<file path="src/rtl/mc_ctrl_pkg.sv">
// Shared encodings for the multi-cycle control unit:
// FSM states, opcodes, ALU op codes and datapath select codes.
package mc_ctrl_pkg;

    typedef enum logic [3:0] {
        S_IDLE   = 4'd0,
        S_IF     = 4'd1,
        S_ID     = 4'd2,
        S_BRANCH = 4'd3,
        S_CALC   = 4'd4,
        S_CWRITE = 4'd5,
        S_JUMP   = 4'd6,
        S_STORE  = 4'd7,
        S_LOAD   = 4'd8,
        S_LWRITE = 4'd9,
        S_IMM    = 4'd10,
        S_IWRITE = 4'd11,
        S_TRAP   = 4'd12
    } state_e;

    typedef enum logic [2:0] {
        ALU_ADD  = 3'b000,
        ALU_SUB  = 3'b001,
        ALU_AND  = 3'b010,
        ALU_OR   = 3'b011,
        ALU_FUNC = 3'b100
    } alu_op_e;

    localparam logic [3:0] OP_LW    = 4'b0000;
    localparam logic [3:0] OP_SW    = 4'b0001;
    localparam logic [3:0] OP_J     = 4'b0010;
    localparam logic [3:0] OP_BEQ   = 4'b0100;
    localparam logic [3:0] OP_CTYPE = 4'b1000;

    localparam logic [1:0] CAUSE_NONE    = 2'b00;
    localparam logic [1:0] CAUSE_ILLEGAL = 2'b01;
    localparam logic [1:0] CAUSE_BUS     = 2'b10;

    localparam logic [1:0] PC_ALU    = 2'b00;
    localparam logic [1:0] PC_BRANCH = 2'b01;
    localparam logic [1:0] PC_JUMP   = 2'b10;
    localparam logic [1:0] PC_TRAP   = 2'b11;

    localparam logic [1:0] SRCB_REG = 2'b00;
    localparam logic [1:0] SRCB_ONE = 2'b01;
    localparam logic [1:0] SRCB_IMM = 2'b10;

    // Execute state selected in ID; anything unrecognised traps.
    function automatic state_e exec_state(input logic [3:0] opc);
        state_e s;
        s = S_TRAP;
        if (opc[3:2] == 2'b11) s = S_IMM;
        else if (opc == OP_LW) s = S_LOAD;
        else if (opc == OP_SW) s = S_STORE;
        else if (opc == OP_J) s = S_JUMP;
        else if (opc == OP_BEQ) s = S_BRANCH;
        else if (opc == OP_CTYPE) s = S_CALC;
        return s;
    endfunction

endpackage

</file>
<file path="src/rtl/multicycle_ctrl_unit_alu_op_decoder.sv">
// Maps the FSM's ALU op request to the datapath ALU code;
// C-type instructions take their operation from the func field.
module alu_op_decoder
    import mc_ctrl_pkg::*;
#(
    parameter int FUNC_W  = 9,
    parameter int ALUOP_W = 3
) (
    input  alu_op_e             aluOp,
    input  logic [FUNC_W-1:0]   func,
    output logic [ALUOP_W-1:0]  aluOpc,
    output logic                noOp,
    output logic                moveTo
);

    always_comb begin
        aluOpc = ALUOP_W'(aluOp);
        noOp   = 1'b0;
        moveTo = 1'b0;
        if (aluOp == ALU_FUNC) begin
            // all-zero func is the canonical no-op; top bit flags a move
            aluOpc = func[ALUOP_W-1:0];
            noOp   = ~|func;
            moveTo = func[FUNC_W-1];
        end
    end

endmodule

</file>
<file path="src/rtl/multicycle_ctrl_unit.sv">
// Multi-cycle CPU control FSM: fetch/decode/execute/writeback
// sequencing with memory wait states, bus timeout and traps.
module multicycle_ctrl_unit
    import mc_ctrl_pkg::*;
#(
    parameter int OPC_W   = 4,
    parameter int FUNC_W  = 9,
    parameter int ALUOP_W = 3,
    parameter int TIMEOUT = 16
) (
    input  logic               clk,
    input  logic               rst,
    input  logic [OPC_W-1:0]   opcode,
    input  logic [FUNC_W-1:0]  func,
    input  logic               memReady,
    output logic               memReq,
    output logic               memRead,
    output logic               memWrite,
    output logic               IorD,
    output logic               IRWrite,
    output logic               regDst,
    output logic               dataFromMem,
    output logic               regWrite,
    output logic               aluSrcA,
    output logic               PcWrite,
    output logic               branch,
    output logic [1:0]         aluSrcB,
    output logic [1:0]         PcSrc,
    output logic [ALUOP_W-1:0] aluOpc,
    output logic               noOp,
    output logic               moveTo,
    output logic               trap,
    output logic [1:0]         trapCause,
    output logic               instRetired
);

    localparam int CNT_W = $clog2(TIMEOUT + 2);
    localparam logic [CNT_W-1:0] CNT_LAST =
        CNT_W'((TIMEOUT > 0) ? TIMEOUT - 1 : 0);

    state_e           state_q, state_d;
    logic [CNT_W-1:0] cnt_q, cnt_d;
    logic [1:0]       cause_q, cause_d;
    alu_op_e          aluOp;
    logic [3:0]       opc4;
    logic             timeout_hit;

    assign opc4      = opcode[3:0];
    assign trapCause = cause_q;
    assign timeout_hit = (TIMEOUT != 0) && memReq && !memReady
                         && (cnt_q == CNT_LAST);

    always_ff @(posedge clk or negedge rst) begin
        if (!rst) begin
            state_q <= S_IDLE;
            cnt_q   <= '0;
            cause_q <= CAUSE_NONE;
        end else begin
            state_q <= state_d;
            cnt_q   <= cnt_d;
            cause_q <= cause_d;
        end
    end

    always_comb begin
        state_d = state_q;
        cause_d = cause_q;
        cnt_d   = cnt_q;
        if (memReq && !memReady && cnt_q != '1)
            cnt_d = cnt_q + 1'b1;
        case (state_q)
            S_IDLE: state_d = S_IF;
            S_IF: begin
                if (memReady) state_d = S_ID;
                else if (timeout_hit) begin
                    state_d = S_TRAP;
                    cause_d = CAUSE_BUS;
                end
            end
            S_ID: begin
                state_d = exec_state(opc4);
                if (state_d == S_TRAP) cause_d = CAUSE_ILLEGAL;
            end
            S_CALC: state_d = S_CWRITE;
            S_IMM:  state_d = S_IWRITE;
            S_STORE, S_LOAD: begin
                if (memReady)
                    state_d = (state_q == S_LOAD) ? S_LWRITE : S_IF;
                else if (timeout_hit) begin
                    state_d = S_TRAP;
                    cause_d = CAUSE_BUS;
                end
            end
            S_BRANCH, S_CWRITE, S_JUMP, S_LWRITE, S_IWRITE, S_TRAP:
                state_d = S_IF;
            default: state_d = S_IDLE;
        endcase
        // each new memory access starts its wait budget afresh
        if (state_d != state_q &&
            (state_d == S_IF || state_d == S_STORE || state_d == S_LOAD))
            cnt_d = '0;
    end

    always_comb begin
        memReq      = 1'b0;
        memRead     = 1'b0;
        memWrite    = 1'b0;
        IorD        = 1'b0;
        IRWrite     = 1'b0;
        regDst      = 1'b0;
        dataFromMem = 1'b0;
        regWrite    = 1'b0;
        aluSrcA     = 1'b0;
        PcWrite     = 1'b0;
        branch      = 1'b0;
        aluSrcB     = SRCB_REG;
        PcSrc       = PC_ALU;
        aluOp       = ALU_ADD;
        trap        = 1'b0;
        instRetired = 1'b0;
        case (state_q)
            S_IF: begin
                memReq  = 1'b1;
                memRead = 1'b1;
                aluSrcB = SRCB_ONE;
                IRWrite = memReady;
                PcWrite = memReady;
            end
            S_BRANCH: begin
                aluSrcA     = 1'b1;
                aluOp       = ALU_SUB;
                branch      = 1'b1;
                PcSrc       = PC_BRANCH;
                instRetired = 1'b1;
            end
            S_CALC: begin
                aluSrcA = 1'b1;
                aluOp   = ALU_FUNC;
            end
            S_CWRITE: begin
                regWrite    = 1'b1;
                aluOp       = ALU_FUNC;
                instRetired = 1'b1;
            end
            S_JUMP: begin
                PcWrite     = 1'b1;
                PcSrc       = PC_JUMP;
                instRetired = 1'b1;
            end
            S_STORE: begin
                memReq      = 1'b1;
                memWrite    = 1'b1;
                IorD        = 1'b1;
                instRetired = memReady;
            end
            S_LOAD: begin
                memReq  = 1'b1;
                memRead = 1'b1;
                IorD    = 1'b1;
            end
            S_LWRITE: begin
                regWrite    = 1'b1;
                regDst      = 1'b1;
                dataFromMem = 1'b1;
                instRetired = 1'b1;
            end
            S_IMM: begin
                aluSrcA = 1'b1;
                aluSrcB = SRCB_IMM;
                aluOp   = alu_op_e'({1'b0, opc4[1:0]});
            end
            S_IWRITE: begin
                regWrite    = 1'b1;
                instRetired = 1'b1;
            end
            S_TRAP: begin
                trap    = 1'b1;
                PcWrite = 1'b1;
                PcSrc   = PC_TRAP;
            end
            default: ;
        endcase
    end

    alu_op_decoder #(
        .FUNC_W  (FUNC_W),
        .ALUOP_W (ALUOP_W)
    ) u_alu_dec (
        .aluOp  (aluOp),
        .func   (func),
        .aluOpc (aluOpc),
        .noOp   (noOp),
        .moveTo (moveTo)
    );

endmodule

</file>
<file path="config.mk">
export PLATFORM = sky130hd
export DESIGN_NAME = multicycle_ctrl_unit
export DESIGN_NICKNAME = d
export VERILOG_FILES = /design/src/rtl/mc_ctrl_pkg.sv /design/src/rtl/multicycle_ctrl_unit_alu_op_decoder.sv /design/src/rtl/multicycle_ctrl_unit.sv
export SDC_FILE = /design/constraint.sdc
export NUM_CORES = 1
export LEC_CHECK = 0
export CORE_MARGIN = 2
export CORE_UTILIZATION = 44
export DETAILED_ROUTE_END_ITERATION = 6
export PLACE_DENSITY = 0.83
export SLEW_MARGIN = 15
export SYNTH_ARGS = -nofsm -noshare
export SYNTH_HDL_FRONTEND = slang
export SYNTH_SLANG_ARGS = --single-unit
</file>
<file path="constraint.sdc">
create_clock -name clk -period 2.74 [get_ports clk]
set_input_delay 0.411 -clock clk [delete_from_list [all_inputs] [get_ports clk]]
set_output_delay 0.411 -clock clk [all_outputs]
set_load 0.02 [all_outputs]
</file>
==> impl_metrics.csv <==
group,metric,value,unit
layout,drive_gt1_share,13.5,%
synth,synth_edf_count,0,
layout,postLayoutCellArea,1550,sq um
cts,cts_tree,"yes",
cts,h-tree-depth,1,
die,die_h,53.9,um
placed_design,dpl_cell_area,1510,sq um
layout,seqCellArea,279,sq um
worst_setup_path,r2r_slack,310,ps
timing,fin_crit,2640,ps
timing,setup_viol,0,
detailed_routing,antenna_left,0,
cts,path_clk_slew,70,ps
worst_setup_path,r2r_start,"cnt_q[0]$_DFFE_PN0P_",
global_routing,grt_pass1_vias,1042,
timing,slew_headroom,64.7,%
cts,clock-root-buffer,"clkbuf_4",
timing,fin_worst_skew,5.29,ps
detailed_routing,drt_iter0_markers,14,
placed_design,place_congestion,0.791,
detailed_routing,drt-total-wl,2.83,mm
die,initial_core_util,45.5,%
placed_design,dp_slack,106,ps
pwr,ir_worst_vdd,782,uV
pwr,power_density,969,nW/um^2
worst_setup_path,critPathMaxStageDelay,640,ps
detailed_routing,wl_per_cell,13.6,um
worst_setup_path,crit_top_cell,"clkdlybuf4s50_1",
layout,filler_cell_count,218,
die,rows,18,
min_path,hold_class,"in -> async",
detailed_routing,drc,0,
cts,clock_sinks,11,
cts,cts_hold_buf,0,
pwr,p_comb_share,71.1,%
pwr,sw_frac_of_total,48.0,%
worst_setup_path,cp_max_fo,2,
synth,syn_area_per_cell,7.89,sq um
die,fp.dieArea,2910,sq um
pwr,seq_power_share,21.4,%
synth,synth_top_flop_cell,"dfrtp_1",
pwr,p_switching,718,uW
timing,hold_viol,0,
die,pin_count,40,
worst_setup_path,r2r_cells,9,
synth,syn_inst,139,
cts,ctsResizeCount,0,
timing,worst_slack,103,ps
synth,ys_seq_area_share,25.1,%
timing,hold_ws,456,ps
detailed_routing,dr.pass1.iters,4,
detailed_routing,vias,1154,
global_routing,antenna_found_initial,0,
die,dieWidth,53.9,um
placed_design,port_buffers,39,
pwr,power,1500,uW
cts,postCtsSetupBuffers,0,
layout,antennaDiodeCount,0,
pwr,p_leak,0.000654,uW
timing,slew_viol_final,0,
global_routing,grt_max_degree,17,
worst_setup_path,critPathKind,"in -> out",
cts,cts-buffers-inserted,3,
worst_setup_path,critPathSlowestCell,"clkdlybuf4s50_1",
job,drv_cap,0,
layout,multiInputGateArea,739,sq um
global_routing,grt_pass1_wl,4.55,mm
global_routing,grt.total_usage,20.9,%
global_routing,grt.overflow.total,0,
die,core_area,2410,sq um
cts,cts_buffer_depth,2,
placed_design,hpwl,2.23,mm
pwr,p_int,779,uW
timing,rsz0062_at_grt,"false",
synth,synthArstFlopShare,100,%
pwr,p_clk_share,7.5,%
run_status,outcome,"completed",
layout,nets,198,
cts,clock_latency,280,ps
synth,synth_area,1100,sq um
timing,setup-tns-final,0,ps
synth,ys_ff_latch,11,
detailed_routing,via_per_inst,5.55,
timing,max_freq,379,MHz
synth,syn_nets,158,
timing,tightest_slew,516,ps
worst_setup_path,worstPathArrival,2230,ps
worst_setup_path,required,2330,ps
worst_setup_path,crit_path_end_kind,"output pin",
synth,synthDistinctLibCells,53,
timing,min_period_over_period,96.3,%
worst_setup_path,r2r_end,"cnt_q[1]$_DFFE_PN0P_",
worst_setup_path,cp-start-kind,"input port",
synth,synth_warnings,0,
worst_setup_path,path_cells,"clkdlybuf4s50_1 > or4_1 > nor4_1 > clkdlybuf4s50_1",
layout,syn_to_final_growth,41.0,%
==> Yosys cell counts (all sizes together) (2+ instances only) <==
cell type / n / area share [%]
nor4: 2 / 1.7
or3: 3 / 2.2
o21ai: 7 / 3.2
xnor2: 3 / 2.4
ha: 3 / 3.4
nor2b: 5 / 2.9
a21oi: 4 / 1.8
dfrtp: 11 / 25
or4: 2 / 1.7
nand2: 11 / 3.8
nor3: 11 / 5.5
inv: 7 / 2.4
o32ai: 2 / 1.6
nand2b: 4 / 3.0
or2: 2 / 1.1
buf: 6 / 3.8
xor2: 5 / 4.0
clkbuf: 4 / 1.4
o21bai: 2 / 1.4
a31oi: 2 / 1.1
nand3: 3 / 1.8
nor2: 13 / 4.5
and3: 6 / 3.9
==> power by group through the flow <==
| stage | Combinational (uW) | Sequential, uW | Clock [uW] |
|---|---|---|---|
| floorplan | 704 | 271 | 0 |
| global placement | 1040 | 308 | 0 |
| detailed placement | 1060 | 316 | 0 |
| CTS | 1070 | 312 | 116 |
| global route | 1170 | 330 | 120 |
| finish | 1060 | 320 | 112 |
==> cell families after synthesis <==
group | after synthesis | share of synthesized area [%]
adder cells (fa/ha/maj) | 3 | 3.43
multiplexers | 1 | 0.913
buffers and inverters | 17 | 7.53
XOR/XNOR | 8 | 6.39
AO/OA/AOI/OAI | 30 | 19.6
AND/OR/NAND/NOR | 69 | 37.0
flip-flops | 11 | 25.1
==> worst max-delay path by stage <==
stage          depth (start not counted)  slack (ps)   endpoint                  from
2_1_floorplan                          4         520    PcWrite  state_q[3]$_DFF_PN0_
3_3_place_gp                           4         120       noOp               func[1]
3_5_place_dp                           4         110       noOp               func[1]
4_1_cts                                6          90  aluOpc[0]  state_q[2]$_DFF_PN0_
5_1_grt                                5          50    PcWrite  state_q[1]$_DFF_PN0_
6_report                               4         100       noOp               func[1]
==> stage by stage <==
| stage | cells | util, % |
|---|---|---|
| floorplan | 139 | - |
| global placement | 204 | 62.8 |
| detailed placement | 204 | 62.8 |
| CTS | 208 | 63.9 |
| global route | 208 | 64.1 |
| finish | 208 | 64.1 |
==> per-layer routing <==
metal / up-vias / wire, um / GRT usage, % / part of all wire (%)
li1: 579 / - / - / -
met1: 532 / 1240 / 25.3 / 44
met2: 40 / 1340 / 38.2 / 47
met3: 3 / 230 / 2.50 / 8.1
met4: 0 / 29 / 6.41 / 1.0
met5: - / 0 / 0 / 0
==> flip-flops by register name, summed over array words and instances (netlist names) <==
signal / flops
trapCause: 2
state_q: 4
cnt_q: 5
==> layout by cell type, fill, tap and decap left out, types with 2 or more instances in the layout <==
cell type and count:
clkdlybuf4s50_1 39, clkbuf_4 3, or3_1 2, ha_1 3, xor2_1 5, nand2b_1 3
inv_1 7, nor2b_1 5, o21ai_0 7, a21oi_1 4, o32ai_1 2, dfrtp_2 3
dfrtp_1 8, nand3_1 2, xnor2_1 3, nand2_1 11, or2_2 2, nor2_1 13
buf_4 6, nor3_1 10, a31oi_1 2, o21bai_1 2, and3_1 5
==> layout make-up <==
class	count	share of cell area (%)
Clock buffer	3	1.46
Inverter	7	1.70
Tap cell	30	2.43
Sequential cell	11	18.1
Timing Repair Buffer	45	28.2
Clock inverter	1	0.324
Multi-Input combinational cell	111	47.9
==> worst max-delay path: cells and delay by family <==
kind / cells / cell delay, ps
and+or+nand+nor: 2 / 750
buffers and inverters: 2 / 1060
(Power assumes the default switching activity.)
==> RTL edit 1 (same flow settings) <==
`FUNC_W` is set to 9 in 2 places; all go to 18.
--- a/src/rtl/multicycle_ctrl_unit_alu_op_decoder.sv
+++ b/src/rtl/multicycle_ctrl_unit_alu_op_decoder.sv
@@ -4,5 +4,5 @@
     import mc_ctrl_pkg::*;
 #(
-    parameter int FUNC_W  = 9,
+    parameter int FUNC_W  = 18,
     parameter int ALUOP_W = 3
 ) (
--- a/src/rtl/multicycle_ctrl_unit.sv
+++ b/src/rtl/multicycle_ctrl_unit.sv
@@ -5,5 +5,5 @@
 #(
     parameter int OPC_W   = 4,
-    parameter int FUNC_W  = 9,
+    parameter int FUNC_W  = 18,
     parameter int ALUOP_W = 3,
     parameter int TIMEOUT = 16
Interface: changed (resized func); port bits go from 40 to 49. No check against the original RTL was run, so the function may have changed too.
==> RTL edit 1 against the unedited design <==
  * Worst hold slack improved by 12 ps
  * Routed wire length increased by 22%
  * Final area increased by 13%
  * Cell count increased by 9.6%
  * Setup slack improved by 2.1 ps
  * First-iteration DRC count increased to 3.9 times the old value
  * Count of clock-buffer cells in the layout increased by 1
  * Critical path depth unchanged
  * Area after synthesis increased by 9.0%
  * Synthesized cell count increased by 5.8%
  * Sequential cell count unchanged
  * Sequential share of layout area decreased by 2.0 points
  * Total power increased by 16%
  * Highest routed layer unchanged
==> RTL edit 1: results (changes against the unedited design) <==
- Status: finished, final reports clean
- Synth cell count leaders: nand2_1, nor2_1, dfrtp_1
- Routability cong.: 0.9486 (+20%)
- Clk_skew: 4.112 ps (-1.183 ps)
- Worst vdd ir: 0.7747 mV (-0.90%)
- Number of fill cells: 197 (-9.6%)
- WL/cell: 15.11 um (+11%)
- FF-to-FF Start: cnt_q[0]
- Final Net Count: 227 (+15%)
- Worst Slack Setup Final: 104.8 ps (+2.071 ps)
- Total GRT Usage: 22.57% (+1.7 points)
- Detail Placement HPWL: 2846 um (+28%)
- CP Max Fanout: 2 (unchanged)
- Synth cell types: 50 (-5.7%)
- Flop-to-flop setup slack: 270 ps (-40 ps)
- Final WL: 3444 um (+22%)
- P_leak: 0.6990 nW (+6.9%)
- Vias in the first global route: 1243 (+19%)
- Layout cells sized above 1: 14.14% (+0.66 points)
- Synthesized area per cell: 8.129 um^2 (+3.1%)
- Vias/cell: 5.768 (+4.0%)
- I/O Buffers: 48 (+23%)
- Sequential share of the synthesized area: 23.04% (-2.1 points)
- Synth top area cells: dfrtp_1, a21oi_1, nand2_1
- First-pass GRT wire length: 5740 um (+26%)
- Slew HR: 67.54% (+2.9 points)
[RTL edit 1: worst register-to-register path, cell delays in order (launching register included)]
cell,delay [ps]
dfrtp_1,390
ha_1,170
and3_1,190
ha_1,280
nand2b_1,130
o21ai_0,190
a2bb2oi_1,120
or4_4,560
mux2i_4,220
a221oi_2,100
[RTL edit 1: cells by family after synthesis]
| group | Yosys count | synth area share [%] |
|---|---|---|
| XOR/XNOR | 7 | 5.131 |
| buffers and inverters | 16 | 7.643 |
| AO/OA/AOI/OAI | 41 | 26.49 |
| adder cells (fa/ha/maj) | 3 | 3.142 |
| multiplexers | 2 | 2.722 |
| flip-flops | 11 | 23.04 |
| AND/OR/NAND/NOR | 67 | 31.83 |
[RTL edit 1: power by group]
group	internal, mW	switching [mW]	total, mW
combinational	0.624	0.675	1.30
clock	0.0564	0.0538	0.110
sequential	0.221	0.104	0.326
total	0.902	0.834	1.74
[RTL edit 1: repair_timing]
item,4_1_cts,5_1_grt
setup endpoints to repair,0,6
buffers inserted,0,0
resized for setup,0,3
hold buffers,0,0
[RTL edit 1: cell type report]
cell class	count	area (um^2)	area share, %
Sequential cell	11	279.0	16.02
Clock buffer	4	26.28	1.509
Timing Repair Buffer	57	548.0	31.47
Multi-Input combinational cell	120	828.3	47.56
Tap cell	30	37.54	2.155
Inverter	6	22.52	1.293
[RTL edit 1: how the worst max path moves through the flow]
| stage | startpoint | to | cells after the start |
|---|---|---|---|
| finish | func[0] | noOp | 4 |
| detailed placement | func[0] | noOp | 4 |
| floorplan | cnt_q[0] | cnt_q[4] | 8 |
| global placement | func[0] | noOp | 4 |
| global route | func[0] | noOp | 4 |
| CTS | state_q[1] | PcWrite | 5 |
[RTL edit 1: through the flow]
step / area [um^2] / hold WS, ps / power (mW)
finish: 1742 / 467.4 / 1.736
global route: 1742 / 520.8 / 1.842
floorplan: 1195 / 115.4 / 1.159
CTS: 1738 / 475.9 / 1.727
detailed placement: 1712 / 493.2 / 1.609
global placement: 1712 / 476.5 / 1.587
[RTL edit 1: metal layers]
| metal | share of wire [%] | routed length [um] | GRT usage [%] |
|---|---|---|---|
| met5 | 0 | 0 | 0 |
| met4 | 1.1 | 39 | 3.401 |
| met3 | 7.0 | 241 | 5.349 |
| met2 | 49 | 1680 | 37.48 |
| met1 | 43 | 1483 | 30.30 |
==> RTL edit 2 (config.mk and constraints unchanged) <==
Made on the original files. Reset style: synchronous (`rst`), changed in one clocked block.
--- a/src/rtl/multicycle_ctrl_unit.sv
+++ b/src/rtl/multicycle_ctrl_unit.sv
@@ -51,5 +51,5 @@
                          && (cnt_q == CNT_LAST);
 
-    always_ff @(posedge clk or negedge rst) begin
+    always_ff @(posedge clk) begin
         if (!rst) begin
             state_q <= S_IDLE;
Function: differs if rst is asserted again (counterexample within 4 cycles, from zero or initial values and one cycle with rst low); with rst held inactive, the same outputs for 10 cycles.
==> RTL edit 2 against the unedited design <==
  * Sequential cell count stayed put
  * Worst hold slack improved by 42 ps
  * Routed wire length rose by 4.4%
  * Area after synthesis up 0.68%
  * Final area is 1.9% lower
  * Critical path type unchanged
  * Setup slack lost 71 ps
Power is not compared: it rests on default switching activity, and its combinational part moved more than twofold at a synthesized area within 25%.
==> RTL edit 2: results (changes against the unedited design) <==
- Vias in the first global route: 1112 (+6.7%)
- FF-to-FF Start: cnt_q[0]
- Initial DRC Count: 12 (-2)
- WL/cell: 14.36 um (+5.4%)
- Pre-CTS setup slack: 45.40 ps (-60.34 ps)
- Syn Nets: 157 (-0.63%)
- Fraction of registers with async set/reset: 0% (-100 points)
- Synth top area cells: dfxtp_1, buf_6, nor2_1
- R2R cell count: 10 (+1)
- Status: finished, final reports clean
- Critical Path AT: 2300 ps (+70 ps)
- Post-synthesis mux area share: 0.9070% (-0.0062 points)
- Reg-to-reg endpoint: cnt_q[0]
- Final WL: 2958 um (+4.4%)
- Routability cong.: 0.8874 (+12%)
- Synthesized area per cell: 7.997 um^2 (+1.4%)
- Slew @ Worst Pin: 441.6 ps (-74.81 ps)
- Synth cell count leaders: nor2_1, dfxtp_1, nand2_1, nor3_1, o21ai_0
- Sequential share of the synthesized area: 19.95% (-5.2 points)
- Detail Placement HPWL: 2348 um (+5.3%)
- Synth cell types: 51 (-3.8%)
- Most common flop cell mapped by yosys: dfxtp_1
- Met2 GRT Util: 38.41% (+0.20 points)
- Final Net Count: 196 (-1.0%)
- Synth Area in Adders: 3.401% (-0.023 points)
- Via count: 1161 (+0.61%)
- Dpl cell area: 0.001484 mm^2 (-1.9%)
- Worst hold slack: 498.0 ps (+42.14 ps)
- Tcrit/Tclk final: 98.85% (+2.6 points)
- Flop-to-flop setup slack: 140 ps (-170 ps)
- Total GRT Usage: 22.16% (+1.3 points)
- First-pass GRT wire length: 4809 um (+5.8%)
- Synth Area in Compound Gates: 24.26% (+4.6 points)
- Post-synthesis xor/xnor area fraction: 6.349% (-0.043 points)
==> RTL edit 2: cell count changes after synthesis, sizes merged, moves of 3 or more <==
| cell | delta |
|---|---|
| and2 | +3 |
| buf | +4 |
| nor2b | -4 |
| dfxtp | +11 |
| clkbuf | -3 |
| inv | -3 |
| dfrtp | -11 |
==> RTL edit 2: final cells by class <==
cell class	instances	area (um^2)	area share (%)
tap	30	37.54	2.477
inverter	4	15.01	0.9909
sequential	11	225.2	14.86
multi-input combinational	112	775.7	51.20
clock buffer	4	26.28	1.734
timing repair buffer	45	435.4	28.74
==> RTL edit 2: metal layers <==
metal,vias to the layer above,routed length (um)
met5,-,0
met4,0,62
met3,7,200
met2,45,1477
met1,536,1218
li1,573,-
==> RTL edit 2: report_power, final <==
group | total, mW | internal, mW | switching (mW) | leakage (nW)
clock | 0.113 | 0.0566 | 0.0566 | 0.0150
combinational | 0.218 | 0.105 | 0.114 | 0.500
sequential | 0.188 | 0.169 | 0.0198 | 0.0909
total | 0.520 | 0.330 | 0.190 | 0.606
